## src/rtl/xbip_dsp48_macro.sv

```systemverilog
// rtl/xbip_dsp48_macro.sv - unsigned multiply-accumulate, A/B -> M -> P pipeline
// Define XBIP_DSP48_SATURATE_EN to saturate P on overflow; otherwise P wraps.
module xbip_dsp48_macro #(
  parameter int A_W = 16,
  parameter int B_W = 16,
  parameter int P_W = 48
) (
  input  logic           clk,
  input  logic           rst_n,
  input  logic           sclr,
  input  logic           ce,
  input  logic [A_W-1:0] a,
  input  logic [B_W-1:0] b,
  output logic [P_W-1:0] p,
  output logic           ovf
);

  localparam int M_W = A_W + B_W;

  logic [A_W-1:0] areg;
  logic [B_W-1:0] breg;
  logic [M_W-1:0] mreg;
  logic [P_W-1:0] preg;
  logic           ovf_q;
  logic [M_W-1:0] prod;
  logic [P_W:0]   sum;
  logic [P_W-1:0] acc_next;

  assign prod = {{B_W{1'b0}}, areg} * {{A_W{1'b0}}, breg};

  // One extra bit on the adder exposes the carry-out that marks overflow.
  assign sum = {1'b0, preg} + {{(P_W + 1 - M_W){1'b0}}, mreg};

`ifdef XBIP_DSP48_SATURATE_EN
  assign acc_next = sum[P_W] ? {P_W{1'b1}} : sum[P_W-1:0];
`else
  assign acc_next = sum[P_W-1:0];
`endif

  always_ff @(posedge clk) begin
    if (!rst_n || sclr) begin
      areg  <= '0;
      breg  <= '0;
      mreg  <= '0;
      preg  <= '0;
      ovf_q <= 1'b0;
    end else if (ce) begin
      areg <= a;
      breg <= b;
      mreg <= prod;
      preg <= acc_next;
      if (sum[P_W]) begin
        ovf_q <= 1'b1;
      end
    end
  end

  assign p   = preg;
  assign ovf = ovf_q;

endmodule

```

## config.mk

```make
export PLATFORM = sky130hd
export DESIGN_NAME = xbip_dsp48_macro
export DESIGN_NICKNAME = d
export VERILOG_FILES = /design/src/rtl/xbip_dsp48_macro.sv
export SDC_FILE = /design/constraint.sdc
export NUM_CORES = 1
export LEC_CHECK = 0
export ABC_CLOCK_PERIOD_IN_PS = 9750
export BUFFER_PORTS_ARGS = -buffer_cell sky130_fd_sc_hd__buf_2
export CAP_MARGIN = 15
export CORE_MARGIN = 2
export CORE_UTILIZATION = 32
export DETAILED_ROUTE_END_ITERATION = 7
export GPL_TIMING_DRIVEN = 0
export SYNTH_ARGS = -nofsm -noshare
export SYNTH_HDL_FRONTEND = slang
export SYNTH_SLANG_ARGS = --single-unit
```

## constraint.sdc

```tcl
create_clock -name clk -period 9.75 [get_ports clk]
set_input_delay 2.4375 -clock clk [delete_from_list [all_inputs] [get_ports clk]]
set_output_delay 2.4375 -clock clk [all_outputs]
set_load 0.02 [all_outputs]
```

==> results.md, run 1 <==
- Status: finished clean
- Area share of fa/ha/maj cells after synthesis: 0.3926
- Vias per inst: 5.049
- Root Driver: clkbuf_16
- Synth async-reset ratio: 0
- Arrival time of the worst setup path: 7.49 ns
- Skew final: 0.01488 ns
- Worst-Skew Late Latency: 0.45 ns
- Worst setup path end: mreg[30]$_SDFFE_PP0P_
- # setup viols final: 0
- R2R cell count: 20
- Initial DRT Pass Iterations: 6
- H-tree depth: 4
- Iter 0 DRT Violations: 710
- XOR/XNOR Fraction of Synth Area: 0.02454
- Global-route wire length before repair: 66.40 mm
- Post-route DRC: 0
- CP startpoint kind: flip-flop
- Worst r2r src: areg[10]$_SDFFE_PP0P_
- CTS Buf Count: 17
- Commonest non-fill, non-tap cell in the layout: inv_1
- Main synth FF type: dfxtp_1
- Worst-path fanout max: 10
- Post-synthesis mux area share: 0.04277
- Die Y: 215.2 microns
- Fin Hold WS: 0.4756 ns
- Worst setup EP type: flip-flop
- Post-CTS Resized: 0
- Layout cells sized above 1: 0.07320
- Max Cap Viol: 0
- Synth Area in Compound Gates: 0.1171
- Initial antenna violation count: 0
- CTS Hold Bufs: 0
- Cells after synthesis: ~1,700
- Lkg Pwr: 7.740 nW
- Initial Utilization: 0.3236
- Maximum clock rate: 139.7 MHz
- Clk slew on worst S/H paths: 0.06 ns
- CTS Sinks: 113
- Yosys warns: 0
- Area grow syn2layout: 12.65%
- Number of global-route vias before repair: ~12,000
- DP HPWL: roughly 34 mm
- Total global-route track usage: 0.1839
- Sequential area share after synthesis: 0.1584
- WL/cell: roughly 18 microns
- Required time worst endpoint: 10.08 ns
- Slew HR: 0.1845
- Largest family of logic cells by synthesized area: adder cells
- Most frequent cells in the layout: inv_1, nand2_1, fa_1
- Final #Nets: ~2,100
- Netlist cell types: 63
- Synth Net Count: 2,028
- Largest net degree at the start of global routing: 17
- Flop2flop setup slack: about 2.6 ns
- # rows: between 70 and 80
- CTS tree: yes
- Slew Viols, Final: 0
- Die width: 215.2 microns
- Final WL: between 40 and 50 mm
- Mean post-synth cell area: 8.596 sq um
- IO Pins: 85
- Crit. Startpoint: areg[10]$_SDFFE_PP0P_
- Clock buffer depth: 2
- Core area: between 40,000 and 50,000 sq um
- PortBufs: 83
- Worst-Margin Slew: roughly 1.2 ns
- Antenna viol nets, final: 0
- Final Hold Vio Count: 0
- Peak VDD IR: 157.5 uV
- Total number of vias: 11,960
- Simple-gate share of the synthesized area: 0.1843
- Die area: 46,320 sq um
- Final worst path period need: a little over 7 ns
- Gr ovfl total: 0
- Hold Crit Class: reg -> reg
- Reg-to-Reg End: mreg[30]$_SDFFE_PP0P_
- Tcrit/Tclk final: 0.7340
- Pwr Density: 83.16 nW/um^2
- Yosys reg bits: 113
- RSZ-0062 raised after global routing: no
- Placer Congestion: 0.8767
- Cell Area, Synth: 14,280 sq um
- Number of synthesized flops with an enable pin: 0
- Post-CTS setup buffer count: 0
- Critical path class: reg -> reg
- Final setup TNS: 0 ns
==> sequential cells by signal (all words and copies together) (netlist names) <==
| name | count |
|---|---|
| areg | 16 |
| ovf | 1 |
| breg | 16 |
| p | 48 |
| mreg | 32 |
==> synthesized netlist by cell type (13+ instances only) <==
cell	n	area [sq um]
a211oi_1	14	105.1
a21o_1	24	180.2
a21oi_1	79	395.4
a31oi_1	14	87.58
and2_1	116	725.7
clkbuf_1	61	229.0
dfxtp_1	113	2262
fa_1	195	3904
ha_1	136	1702
inv_1	226	848.3
mux2i_1	61	610.6
nand2_1	221	829.6
nand3_1	27	135.1
nor2_1	137	514.2
nor3_1	13	65.06
o21ai_0	42	210.2
xnor2_1	21	183.9
xor2_1	19	166.4
==> stage by stage <==
step	cells	instance area, sq um	worst slack, ns	util	power (mW)
final	2369	16080	2.594	0.3645	1.337
after global placement	2336	15430	2.715	0.3498	0.6295
after CTS	2368	16080	2.656	0.3644	1.347
after global routing	2368	16080	2.320	0.3644	1.377
after detailed placement	2336	15430	2.687	0.3498	0.6306
after floorplan	1661	14280	3.867	-	0.5723
==> final cells by class <==
class                   count  area (sq um)
multi-input cells        1252         10870
flip-flops and latches    113          2262
clock inverters             9         178.9
plain buffers              70         297.8
diodes                      1         2.502
repair buffers             83         415.4
well taps                 592         740.7
inverters                 226         848.3
fillers                  4680         28040
clock buffers              23         467.9
==> where the power goes <==
group / internal (mW) / total, mW / switching [mW]
sequential: 0.468 / 0.484 / 0.0157
combinational: 0.0469 / 0.138 / 0.0906
clock: 0.467 / 0.716 / 0.249
total: 0.982 / 1.34 / 0.355
==> kinds of logic after synthesis <==
family,count (synthesis)
simple gates,567
fa+ha+maj,331
buf+inv,296
compound gates,253
flops,113
mux,61
xor+xnor,40
==> how the worst min path moves through the flow <==
stage               depth (start not counted)                     to  slack [ns]             startpoint
floorplan                                   2  mreg[24]$_SDFFE_PP0P_        0.43  mreg[24]$_SDFFE_PP0P_
global placement                            2  mreg[24]$_SDFFE_PP0P_        0.45  mreg[24]$_SDFFE_PP0P_
detailed placement                          2  mreg[22]$_SDFFE_PP0P_        0.47  mreg[22]$_SDFFE_PP0P_
CTS                                         2  mreg[22]$_SDFFE_PP0P_        0.48  mreg[22]$_SDFFE_PP0P_
global route                                2  mreg[22]$_SDFFE_PP0P_        0.51  mreg[22]$_SDFFE_PP0P_
finish                                      2  mreg[22]$_SDFFE_PP0P_        0.48  mreg[22]$_SDFFE_PP0P_
==> routing by layer <==
metal | vias up | share of wire | track usage | wire (microns)
met3 | 63 | 0.064 | 0.03553 | 2676
met5 | - | 0 | 0 | 0
met4 | 0 | 0.026 | 0.05862 | 1088
li1 | 5612 | - | - | -
met1 | 5928 | 0.44 | 0.2440 | 18260
met2 | 359 | 0.47 | 0.3017 | 19780
==> worst max-delay path, cell delays in order (launching register included) <==
cell	delay, ns
dfxtp_1	0.62
clkbuf_1	0.63
nand2_1	0.16
fa_1	0.54
fa_1	0.51
fa_1	0.51
inv_1	0.05
fa_1	0.52
fa_1	0.50
inv_1	0.05
fa_1	0.48
inv_1	0.05
ha_1	0.31
a21o_1	0.18
a21oi_1	0.31
nand2_1	0.09
o211ai_1	0.37
o21ai_1	0.23
a2111oi_0	0.66
or3_1	0.20
nand3_1	0.07
Note: power is estimated with default switching activity, not from simulation.
==> inputs of run 2 (changes only) <==
Settings changed: ABC_CLOCK_PERIOD_IN_PS 9750 to 6800.
Clock period 9.75 ns to 6.8 ns, I/O delays scaled along.
==> run 2 against run 1 <==
  * Clock power is 42% higher
  * Via count is 0.22% higher
  * Flip-flop and latch count stayed put
  * Cell count hardly changed
  * Clock skew hardly changed
  * Non-clock buffer count is 1 lower
  * Global-route usage stayed put
  * Register-to-register slack worse by 2.3 ns
  * Worst setup slack worse by 2.3 ns
  * Critical path depth stayed put
  * Critical endpoint unchanged
  * Highest routed layer unchanged
==> results.md, run 2 (same netlist as run 1, synthesis figures left out) <==
- Layout cells sized above 1: 0.09803 (was 0.07320)
- Clk slew on worst S/H paths: 0.06 ns (about the same)
- Maximum clock rate: 153.3 MHz (was 139.7 MHz)
- Register cell area after layout: 2277 sq um (was 2262 sq um)
- Post-route DRC: 0 (unchanged)
- Commonest non-fill, non-tap cell in the layout: inv_1 (unchanged)
- DP Cell Count: 2,336 (unchanged)
- Placer Congestion: 0.8767 (unchanged)
- Die width: 215.2 microns (unchanged)
- Final setup TNS: 0 ns (unchanged)
- CTS Sinks: 113 (unchanged)
- Crit path buffers/inverters: 4 (unchanged)
- Total global-route track usage: 0.1839 (unchanged)
- CTS tree: yes (unchanged)
- IO Pins: 85 (unchanged)
- Skew final: 0.01457 ns (was 0.01488 ns)
- Final design utilization: 0.3664 (was 0.3645)
- # rows: 77 (unchanged)
- Core area: 44,120 sq um (unchanged)
- Tcrit/Tclk final: 0.9594 (was 0.7340)
- Worst setup EP type: flip-flop (unchanged)
- Fillers: 4,666 (was 4,680)
- Max Cap Viol: 0 (unchanged)
- Hold Crit Class: reg -> reg (unchanged)
- Pwr Density: 118.6 nW/um^2 (was 83.16 nW/um^2)
- Final Hold Vio Count: 0 (unchanged)
- Required time worst endpoint: 7.13 ns (was 10.08 ns)
- Die Y: 215.2 microns (unchanged)
- Root Driver: clkbuf_16 (unchanged)
- Worst-path cell chain: buf_2 -> nand2_1 -> fa_1 -> fa_1 -> fa_1 -> inv_1 -> fa_1 -> fa_1 -> inv_1 -> fa_1 -> inv_1 -> ha_1 -> a21o_1 -> a21oi_1 -> nand2_1 -> o211ai_1 -> o21ai_1 -> a2111oi_2 -> or3_1 -> nand3_1 (was clkbuf_1 -> nand2_1 -> fa_1 -> fa_1 -> fa_1 -> inv_1 -> fa_1 -> fa_1 -> inv_1 -> fa_1 -> inv_1 -> ha_1 -> a21o_1 -> a21oi_1 -> nand2_1 -> o211ai_1 -> o21ai_1 -> a2111oi_0 -> or3_1 -> nand3_1)
- Antenna viol nets, final: 0 (unchanged)
- Post-route cell area: 16,170 sq um (was 16,080 sq um)
- Area grow syn2layout: 13.23% (was 12.65%)
- Worst-Margin Slew: 1.218 ns (was 1.223 ns)
- Total number of vias: 11,990 (was 11,960)
- Final non-filler cell total: 2,368 (was 2,369)
- Slew HR: 0.1883 (was 0.1845)
- CTS Hold Bufs: 0 (unchanged)
- WL/cell: 17.60 microns (was 17.65 microns)
- Multi-input gate area: 10,890 sq um (was 10,870 sq um)
- Arrival time of the worst setup path: 6.85 ns (was 7.49 ns)
- Final WL: 41.67 mm (was 41.81 mm)
- Critical path class: reg -> reg (unchanged)
- Slew Viols, Final: 0 (unchanged)
- H-tree depth: 4 (unchanged)
- CP max-delay cell: dfxtp_1 (was a2111oi_0)
- CTS Buf Count: 17 (unchanged)
- Peak VDD IR: 226.0 uV (was 157.5 uV)
- Initial Utilization: 0.3236 (unchanged)
- Worst-Skew Late Latency: 0.44 ns (was 0.45 ns)
- Initial antenna violation count: 0 (unchanged)
- Worst-path fanout max: 10 (unchanged)
- Iter 0 DRT Violations: 696 (was 710)
- RSZ-0062 raised after global routing: yes (was no)
- Status: finished clean (unchanged)
- Total power draw: 1.918 mW (was 1.337 mW)
- Delay-heaviest family, CP: adder cells (unchanged)
- Clock buffer depth: 2 (unchanged)
- CP startpoint kind: flip-flop (unchanged)
- Initial DRT Pass Iterations: 6 (unchanged)
- # setup viols final: 0 (unchanged)
- CP most frequent cell: fa_1 (unchanged)
- DP HPWL: 33.74 mm (unchanged)
- Area after DPL: 15,430 sq um (unchanged)
- PortBufs: 83 (unchanged)
- Largest net degree at the start of global routing: 17 (unchanged)
- Final worst path period need: 6.524 ns (was 7.156 ns)
- Lkg Pwr: 7.859 nW (was 7.740 nW)
- Global-route wire length before repair: 66.41 mm (was 66.40 mm)
- Vias per inst: 5.063 (was 5.049)
- Final #Nets: 2,129 (was 2,130)
- Slowest cell delay on critical path: 0.54 ns (was 0.66 ns)
- Number of global-route vias before repair: 12,200 (about the same)
- Die area: 46,320 sq um (unchanged)
- Gr ovfl total: 0 (unchanged)
- Most frequent cells in the layout: inv_1, nand2_1, fa_1 (unchanged)
- Max FFs per register: 48 (unchanged)
==> run 2: changes by cell type in the layout (fill, tap and decap cells not counted), sizes merged <==
| cell | before | now |
|---|---|---|
| clkbuf | 84 | 80 |
| buf | 92 | 95 |
==> run 2: layout make-up <==
type / count / area share
inverters: 226 / 0.05247
diodes: 1 / 0.0001548
clock buffers: 23 / 0.02895
repair buffers: 83 / 0.02569
flip-flops and latches: 113 / 0.1409
well taps: 592 / 0.04582
multi-input cells: 1252 / 0.6735
plain buffers: 69 / 0.02152
clock inverters: 9 / 0.01107
==> run 2: repair_timing <==
action	CTS	global route
resized for setup	13	67
endpoints found under the setup margin	6	8
setup buffers	0	0
==> run 2: worst reg2reg max path: stages (launching register included) <==
cell       delay, ns
dfxtp_1         0.54
buf_2           0.35
nand2_1         0.13
fa_1            0.54
fa_1            0.52
fa_1            0.51
inv_1           0.05
fa_1            0.52
fa_1            0.50
inv_1           0.05
fa_1            0.48
inv_1           0.05
ha_1            0.32
a21o_1          0.18
a21oi_1         0.32
nand2_1         0.09
o211ai_1        0.37
o21ai_1         0.25
a2111oi_2       0.43
or3_1           0.17
nand3_1         0.07
==> run 2: power breakdown <==
group	internal, mW	total (mW)	switching (mW)	leakage, nW
clock	0.669	1.02	0.355	0.308
sequential	0.672	0.696	0.0235	0.919
combinational	0.0691	0.198	0.129	6.63
total	1.41	1.92	0.507	7.86
==> run 2: final timing paths <==
| kind | startpoint | end | slack [ns] | cells after the start |
|---|---|---|---|---|
| max | areg[11]$_SDFFE_PP0P_ | mreg[30]$_SDFFE_PP0P_ | 0.28 | 20 |
| min | mreg[22]$_SDFFE_PP0P_ | mreg[22]$_SDFFE_PP0P_ | 0.48 | 2 |
| max reg2reg | areg[11]$_SDFFE_PP0P_ | mreg[30]$_SDFFE_PP0P_ | 0.28 | 20 |
| min reg2reg | mreg[22]$_SDFFE_PP0P_ | mreg[22]$_SDFFE_PP0P_ | 0.48 | 2 |
==> run 2: stage by stage <==
| stage | hold slack [ns] | worst slack (ns) |
|---|---|---|
| CTS | 0.4761 | 0.0007319 |
| floorplan | 0.4291 | 0.9171 |
| detailed placement | 0.4667 | -0.2628 |
| global route | 0.5064 | -0.02102 |
| global placement | 0.4479 | -0.2348 |
| finish | 0.4787 | 0.2762 |
==> run 2: layer usage <==
metal / track usage / part of all wire
met1: 0.2440 / 0.45
met5: 0 / 0
met2: 0.3017 / 0.47
met4: 0.05862 / 0.026
met3: 0.03553 / 0.054
